--- src/rtl/muldiv_sequencer.sv ---
// muldiv_sequencer: iterative 32-bit MULTU/DIVU unit with HI/LO registers and pipeline stall.
// Define MULDIV_EARLY_OUT_EN to finish trivial MULTU/DIVU cases after a single busy cycle.
module muldiv_sequencer (
  input  logic        clk,
  input  logic        rst,
  input  logic        start,
  input  logic [3:0]  alu_ctrl,
  input  logic [31:0] a,
  input  logic [31:0] b,
  output logic        busy,
  output logic        stall,
  output logic        done,
  output logic [31:0] hi,
  output logic [31:0] lo,
  output logic [31:0] result,
  output logic        div_by_zero
);
  localparam logic [3:0] MULTU = 4'd7;
  localparam logic [3:0] DIVU  = 4'd8;
  localparam logic [3:0] MFHI  = 4'd9;
  localparam logic [3:0] MFLO  = 4'd10;
  typedef enum logic [1:0] {IDLE, MUL, DIV, DONE} state_t;
  state_t      state_q, state_d;
  logic [4:0]  cnt_q, cnt_d;
  logic [63:0] work_q, work_d;
  logic [31:0] opnd_q, opnd_d;
  logic [31:0] hi_q, hi_d, lo_q, lo_d;
  logic        dbz_q, dbz_d, busy_q, busy_d, done_q, done_d, early_q, early_d;
  logic        is_muldiv, accept, early, fin, ge;
  logic [63:0] init_work, nx_work, fin_work;
  logic [32:0] msum, ddiff;
  logic [64:0] dt;
  assign is_muldiv = (alu_ctrl == MULTU) || (alu_ctrl == DIVU) || (alu_ctrl == MFHI) || (alu_ctrl == MFLO);
  assign accept    = (state_q == IDLE) && start && ((alu_ctrl == MULTU) || (alu_ctrl == DIVU));
`ifdef MULDIV_EARLY_OUT_EN
  assign early     = (alu_ctrl == MULTU) ? (a == 32'd0 || b == 32'd0) : (b != 32'd0 && b > a);
  assign init_work = early ? ((alu_ctrl == MULTU) ? 64'd0 : {a, 32'd0})
                           : {32'd0, (alu_ctrl == MULTU) ? b : a};
`else
  assign early     = 1'b0;
  assign init_work = {32'd0, (alu_ctrl == MULTU) ? b : a};
`endif
  // MUL keeps {partial product, remaining multiplier}; DIV keeps {remainder, quotient}.
  assign msum     = {1'b0, work_q[63:32]} + {1'b0, work_q[0] ? opnd_q : 32'd0};
  assign dt       = {work_q, 1'b0};
  assign ddiff    = dt[64:32] - {1'b0, opnd_q};
  assign ge       = ~ddiff[32];
  assign nx_work  = (state_q == MUL) ? {msum, work_q[31:1]}
                  : (ge ? {ddiff[31:0], dt[31:1], 1'b1} : dt[63:0]);
  assign fin      = (cnt_q == 5'd31) || early_q;
  assign fin_work = early_q ? work_q : nx_work;
  always_comb begin
    state_d = state_q;
    cnt_d   = cnt_q;
    work_d  = work_q;
    opnd_d  = opnd_q;
    hi_d    = hi_q;
    lo_d    = lo_q;
    dbz_d   = dbz_q;
    early_d = early_q;
    if (state_q == IDLE) begin
      if (accept) begin
        state_d = (alu_ctrl == MULTU) ? MUL : DIV;
        cnt_d   = 5'd0;
        opnd_d  = (alu_ctrl == MULTU) ? a : b;
        work_d  = init_work;
        early_d = early;
      end
    end else if (state_q == DONE) begin
      state_d = IDLE;
    end else begin
      cnt_d  = cnt_q + 5'd1;
      work_d = nx_work;
      if (fin) begin
        state_d = DONE;
        hi_d    = fin_work[63:32];
        lo_d    = fin_work[31:0];
        dbz_d   = dbz_q | ((state_q == DIV) && (opnd_q == 32'd0));
      end
    end
    busy_d = (state_d == MUL) || (state_d == DIV);
    done_d = (state_d == DONE);
  end
  always_ff @(posedge clk) begin
    if (rst) begin
      state_q <= IDLE;
      cnt_q   <= 5'd0;
      work_q  <= 64'd0;
      opnd_q  <= 32'd0;
      hi_q    <= 32'd0;
      lo_q    <= 32'd0;
      dbz_q   <= 1'b0;
      busy_q  <= 1'b0;
      done_q  <= 1'b0;
      early_q <= 1'b0;
    end else begin
      state_q <= state_d;
      cnt_q   <= cnt_d;
      work_q  <= work_d;
      opnd_q  <= opnd_d;
      hi_q    <= hi_d;
      lo_q    <= lo_d;
      dbz_q   <= dbz_d;
      busy_q  <= busy_d;
      done_q  <= done_d;
      early_q <= early_d;
    end
  end
  assign busy        = busy_q;
  assign done        = done_q;
  assign hi          = hi_q;
  assign lo          = lo_q;
  assign div_by_zero = dbz_q;
  assign stall       = start && (busy_q || state_q == DONE) && is_muldiv;
  assign result      = stall ? 32'd0 : (alu_ctrl == MFHI) ? hi_q : (alu_ctrl == MFLO) ? lo_q : 32'd0;
endmodule

--- config.mk ---
export PLATFORM = sky130hd
export DESIGN_NAME = muldiv_sequencer
export DESIGN_NICKNAME = d
export VERILOG_FILES = /design/src/rtl/muldiv_sequencer.sv
export SDC_FILE = /design/constraint.sdc
export NUM_CORES = 1
export LEC_CHECK = 0
export CORE_UTILIZATION = 60
export DETAILED_ROUTE_END_ITERATION = 6
export GPL_TIMING_DRIVEN = 0
export PLACE_DENSITY = 0.95
export SYNTH_ARGS = -nofsm -noshare
export SYNTH_HDL_FRONTEND = slang
export SYNTH_SLANG_ARGS = --single-unit
--- constraint.sdc ---
create_clock -name clk -period 5.75 [get_ports clk]
set_input_delay 0.575 -clock clk [delete_from_list [all_inputs] [get_ports clk]]
set_output_delay 0.575 -clock clk [all_outputs]
set_load 0.03 [all_outputs]
# Word-level counts from Yosys, hierarchy flattened
# Cells that the tools add are included.
# classes
eq_ne	13
muxes	19
bitwise_logic	3
add_sub_neg	3
n_reduce_logical	15
# ops
operator	count
$mux 64	5
$mux 32	6
$add 32x32->33	1
$sub 33x32->33	1
$logic_not 32->1	1
$mux 5	3
$eq 4x4->1 const B	3
$mux 2	5
$eq 2x2->1 const B	4
$add 5x1->5 const B	1
$eq 5x5->1 const B	1
$logic_and 1x1->1	5
$logic_or 1x1->1	5
$eq 2x1->1 const B	2
$eq 4x3->1 const B	1
$ne 2x2->1 const B	2
$reduce_and 2->1	2
$reduce_and 3->1	1
$logic_not 2->1	1
$not 1->1	2
$or 1x1->1	1
# totals
register_bits	170
inputBits	71
word_cells	62
output_inout_bits	100

# Longest topological paths before layout
# logic_depth
word_depth	7
ltp_mapped	16
depth_no_buf	14

# Worst setup path before layout
# OpenSTA, ideal clock, no wires.
# synth_timing
kind	reg2reg
start	reg work_q[31]
end	reg work_q[35]
n_path_buf	1
t_arrival_ns	2.959
stages_incl_launch_ff	16
required_time_ns	5.633
setup_slack_ns	2.675
synth_period_minus_slack_ns	3.075
setup_time_ns	0.117
cell_sequence	dfxtp_1 -> inv_1 -> ha_1 -> inv_1 -> fa_1 -> a21o_1 -> nand4_1 -> nand3_2 -> a31o_2 -> a31oi_1 -> o21ai_1 -> mux2_1 -> buf_2 -> and3_1 -> o31a_1 -> a22o_1
# synth_via
elab_chain_len	5
# synth_rtl
element	line	text
start, declared	25	logic [63:0] work_q, work_d;
start signal, assigned	99	work_q <= work_d;
$sub 33x32->33	46	assign ddiff = dt[64:32] - {1'b0, opnd_q};
$mux 64	49	: (ge ? {ddiff[31:0], dt[31:1], 1'b1} : dt[63:0]);
$mux 64	48	assign nx_work = (state_q == MUL) ? {msum, work_q[31:1]}
$mux 64	69	end else if (state_q == DONE) begin
$mux 64	61	if (state_q == IDLE) begin
# No other way between the ends. The select of a mux whose other input is x is not followed.
# A chain may end at the register's enable or synchronous reset.

# Final worst setup path
# layout_timing
start	in alu_ctrl[1]
end	out result[19]
# layout_via
elab_chain_len	6
word_cells_on_any_way	11
cone_classes	eq/ne (4); mux (3); reduce/logical (4)
# layout_rtl
element	line	text
start, declared	7	input logic [3:0] alu_ctrl,
$eq 4x3->1 or $eq 4x4->1 (tied branches)	33	assign is_muldiv = (alu_ctrl == MULTU) || (alu_ctrl == DIVU) || (alu_ctrl == MFHI) || (alu_ctrl == MFLO);
$logic_or 1x1->1 (3 in series)	33	
$logic_and 1x1->1	114	assign stall = start && (busy_q || state_q == DONE) && is_muldiv;
$mux 32 *	115	assign result = stall ? 32'd0 : (alu_ctrl == MFHI) ? hi_q : (alu_ctrl == MFLO) ? lo_q : 32'd0;
end, declared	15	output logic [31:0] result,
# Every way passes the cells marked *; elsewhere a longest branch is shown, timed or not.

==> summary.md <==
| Metric | Value |
|---|---|
| Status | `finished with violations` |
| Failing checks | `max-capacitance violations, max-slew violations` |
| CTS Sinks | `170` |
| Worst Tran Pin Value | `around 1.5 ns` |
| Avg Vias per Cell | `6.72` |
| Hold crit path type | `register to register` |
| Warnings, synthesis | `0` |
| Die footprint | `slightly above 0.02 mm²` |
| P_leak | `5.75 nW` |
| Pin count of the biggest net entering global routing | `18` |
| Grt total ovfl | `0` |
| Die H | `143 µm` |
| Arrival @ worst endpoint | `4.33 ns` |
| RSZ-0062 raised after global routing | `false` |
| Post-synthesis area per instance | `between 7 and 8 µm²` |
| Ant diodes | `0` |
| Non-filler cells, final | `1983` |
| TritonRoute pass-1 iters | `7` |
| Initial DRC count | `1539` |
| Vias in the first global route | `12300` |
| Post-cts resize count | `0` |
| Max Cap Violations | `2` |
| Worst vdd ir | `0.000304 V` |
| Placed Cells | `between 1500 and 2000` |
| Ports | `about 170` |
| Initial Utilization | `61.5%` |
| Clock Latency Late Sink | `between 0.4 and 0.5 ns` |
| TNS Setup | `0 ns` |
| Die Wd | `143 µm` |
| Routed WL | `45000 µm` |
| Clk buf depth | `2` |
| Primary FF master, synth | `dfxtp_1` |
| Post-Synth XOR/XNOR Area | `between 3 and 4%` |
| Synth Area in Compound Gates | `27.5%` |
| Clock transition at path regs | `around 0.070 ns` |
| Synth area leader | `dfxtp_1` |
| Initial antenna violation count | `0` |
| Final setup vio count | `0` |
| H-Tree Depth | `4` |
| Fin Clk Skew | `0.0108 ns` |
| Share of post-route cells with drive strength above 1 | `just under 6%` |
| Port bufs | `about 170` |
| Largest family of logic cells by synthesized area | `compound AO/OA/AOI/OAI gates` |
| Cts bufs inserted | `17` |
| CTS tree | `built` |
| Top post-synthesis cells by area | `dfxtp_1 (28%), ha_1 (7.4%), nor2_1 (5.9%)` |
| Rows | `51` |
| Core Footprint | `0.0195 mm²` |
| Hold_buf cts | `0` |
| Clk root buf | `clkbuf_16` |
| Post-CTS Setup Bufs | `0` |
| First-pass GRT wire length | `67800 µm` |
| Post-DP HPWL | `34600 µm` |
| Count of pins over their slew limit | `6` |
| FF+latch count, synth | `170` |
| Mapped Area | `approximately 0.012 mm²` |
| Gr usage total | `43.6%` |
| Final Hold Viols | `0` |
| Final min period | `4.91 ns` |
| WL per Instance | `22.7 µm` |
| Number of remaining DRC errors | `0` |
| Final core utilization | `74.8%` |
| Hold slack | `0.489 ns` |
| Cells after Synth | `1517` |
| Fmax | `approximately 0.20 GHz` |
| Slew HR | `-0.512%` |
| Post-synthesis simple-gate area fraction | `18.8%` |
| Seq/Total Area, Yosys | `between 20 and 30%` |
| Syn Nets | `1661` |
| Fin nets | `1849` |
| Area growth syn-to-layout | `21.7%` |
| Synth Area in Adders | `7.74%` |
| Asr flop ratio synth | `0%` |
| Post-synth top cells | `nor2_1 (189), dfxtp_1 (170), a21oi_1 (141), clkbuf_1 (93), a211oi_1 (86)` |
| Post-synth top area share | `approximately 28%` |
| Post-DRT Antenna Nets | `0` |
| Crit-path max FO | `10` |
| Power density over the cells | `476 mW/mm²` |
| EDFF count, synth | `0` |
| Cell with the most instances after synthesis | `nor2_1` |
| Worst Path Class, Setup | `input port to output port` |
| Synth cell types | `69` |
| Crit. End Element | `output port` |
| CP Launch Type | `input port` |
| Gp weighted congestion | `0.979` |
| Reg2reg setup slack | `1.35 ns` |
| Total vias in the final route | `~13000` |
| Tcrit/Tclk final | `a little under nine tenths` |
| Mux contribution to synthesized area | `under 10%` |
| Critical Path RT | `5.18 ns` |
-- final timing paths --
kind                                   from          to  depth (start not counted)
worst max-delay path            alu_ctrl[1]  result[19]                          8
worst min-delay path               cnt_q[4]    cnt_q[4]                          2
worst max register to register   work_q[31]      hi[14]                         15
worst min register to register     cnt_q[4]    cnt_q[4]                          2
-- per-stage QoR --
step	cell area (µm²)	power, mW	worst slack [ns]
floorplan	12000	4.39	2.67
finish	14600	6.94	0.845
global placement	14000	5.52	1.04
detailed placement	14000	5.56	0.996
CTS	14600	6.74	0.982
global route	14600	7.28	0.759
-- cell families (layout without fill, tap and decap cells) --
logic type	count (synthesis)	count (layout)
compound gates	493	493
simple gates	474	474
flops	170	170
buf+inv	155	356
mux	105	105
fa+ha+maj	73	73
xor+xnor	47	47
-- final cells by class --
class | instances | area (µm²)
Clock inverter | 14 | 150
Multi-Input combinational cell | 1192 | 8000
Clock buffer | 18 | 429
Fill cell | 1474 | 4920
Buffer | 102 | 397
Timing Repair Buffer | 169 | 1690
Sequential cell | 170 | 3400
Tap cell | 265 | 332
Inverter | 53 | 199
-- critical path, cell delays in order --
cell             delay (ns)
clkdlybuf4s50_1        0.56
nand4b_1               0.30
clkbuf_1               0.37
clkbuf_1               0.39
a21oi_1                0.83
clkbuf_1               0.55
nor2_1                 0.13
clkdlybuf4s50_1        0.62
-- cells in the final DEF, fill, tap and decap left out, types with 17 or more instances in the layout --
master	count
xnor2_1	28
clkbuf_16	17
a211oi_1	86
a21o_1	39
a22oi_1	34
clkbuf_1	94
nand2_1	77
mux2i_1	69
ha_1	71
mux2_2	34
nor3_1	47
dfxtp_1	170
and3_1	20
a21oi_1	141
o21ai_0	63
and2_1	38
clkdlybuf4s50_1	169
nand3_1	25
nor2_1	189
xor2_1	19
inv_1	53
-- sequential cells by signal, indices dropped and copies added, names as in the netlist --
register     cells
busy             1
cnt_q            5
done             1
work_q          64
hi              32
div_by_zero      1
opnd_q          32
lo              32
state_q          2
-- report_power, final --
group / switching, mW / internal, mW
Combinational: 2.74 / 1.55
Clock: 0.553 / 0.617
Sequential: 0.173 / 1.31
-- per-layer routing --
layer  part of all wire [%]  GRT usage, %  routed length [µm]
met4                    5.4          24.5                2440
met1                     38          55.6               17100
met2                     44          68.5               19900
met3                     13          9.10                5630
met5                      0             0                   0
(Power assumes the default switching activity.)
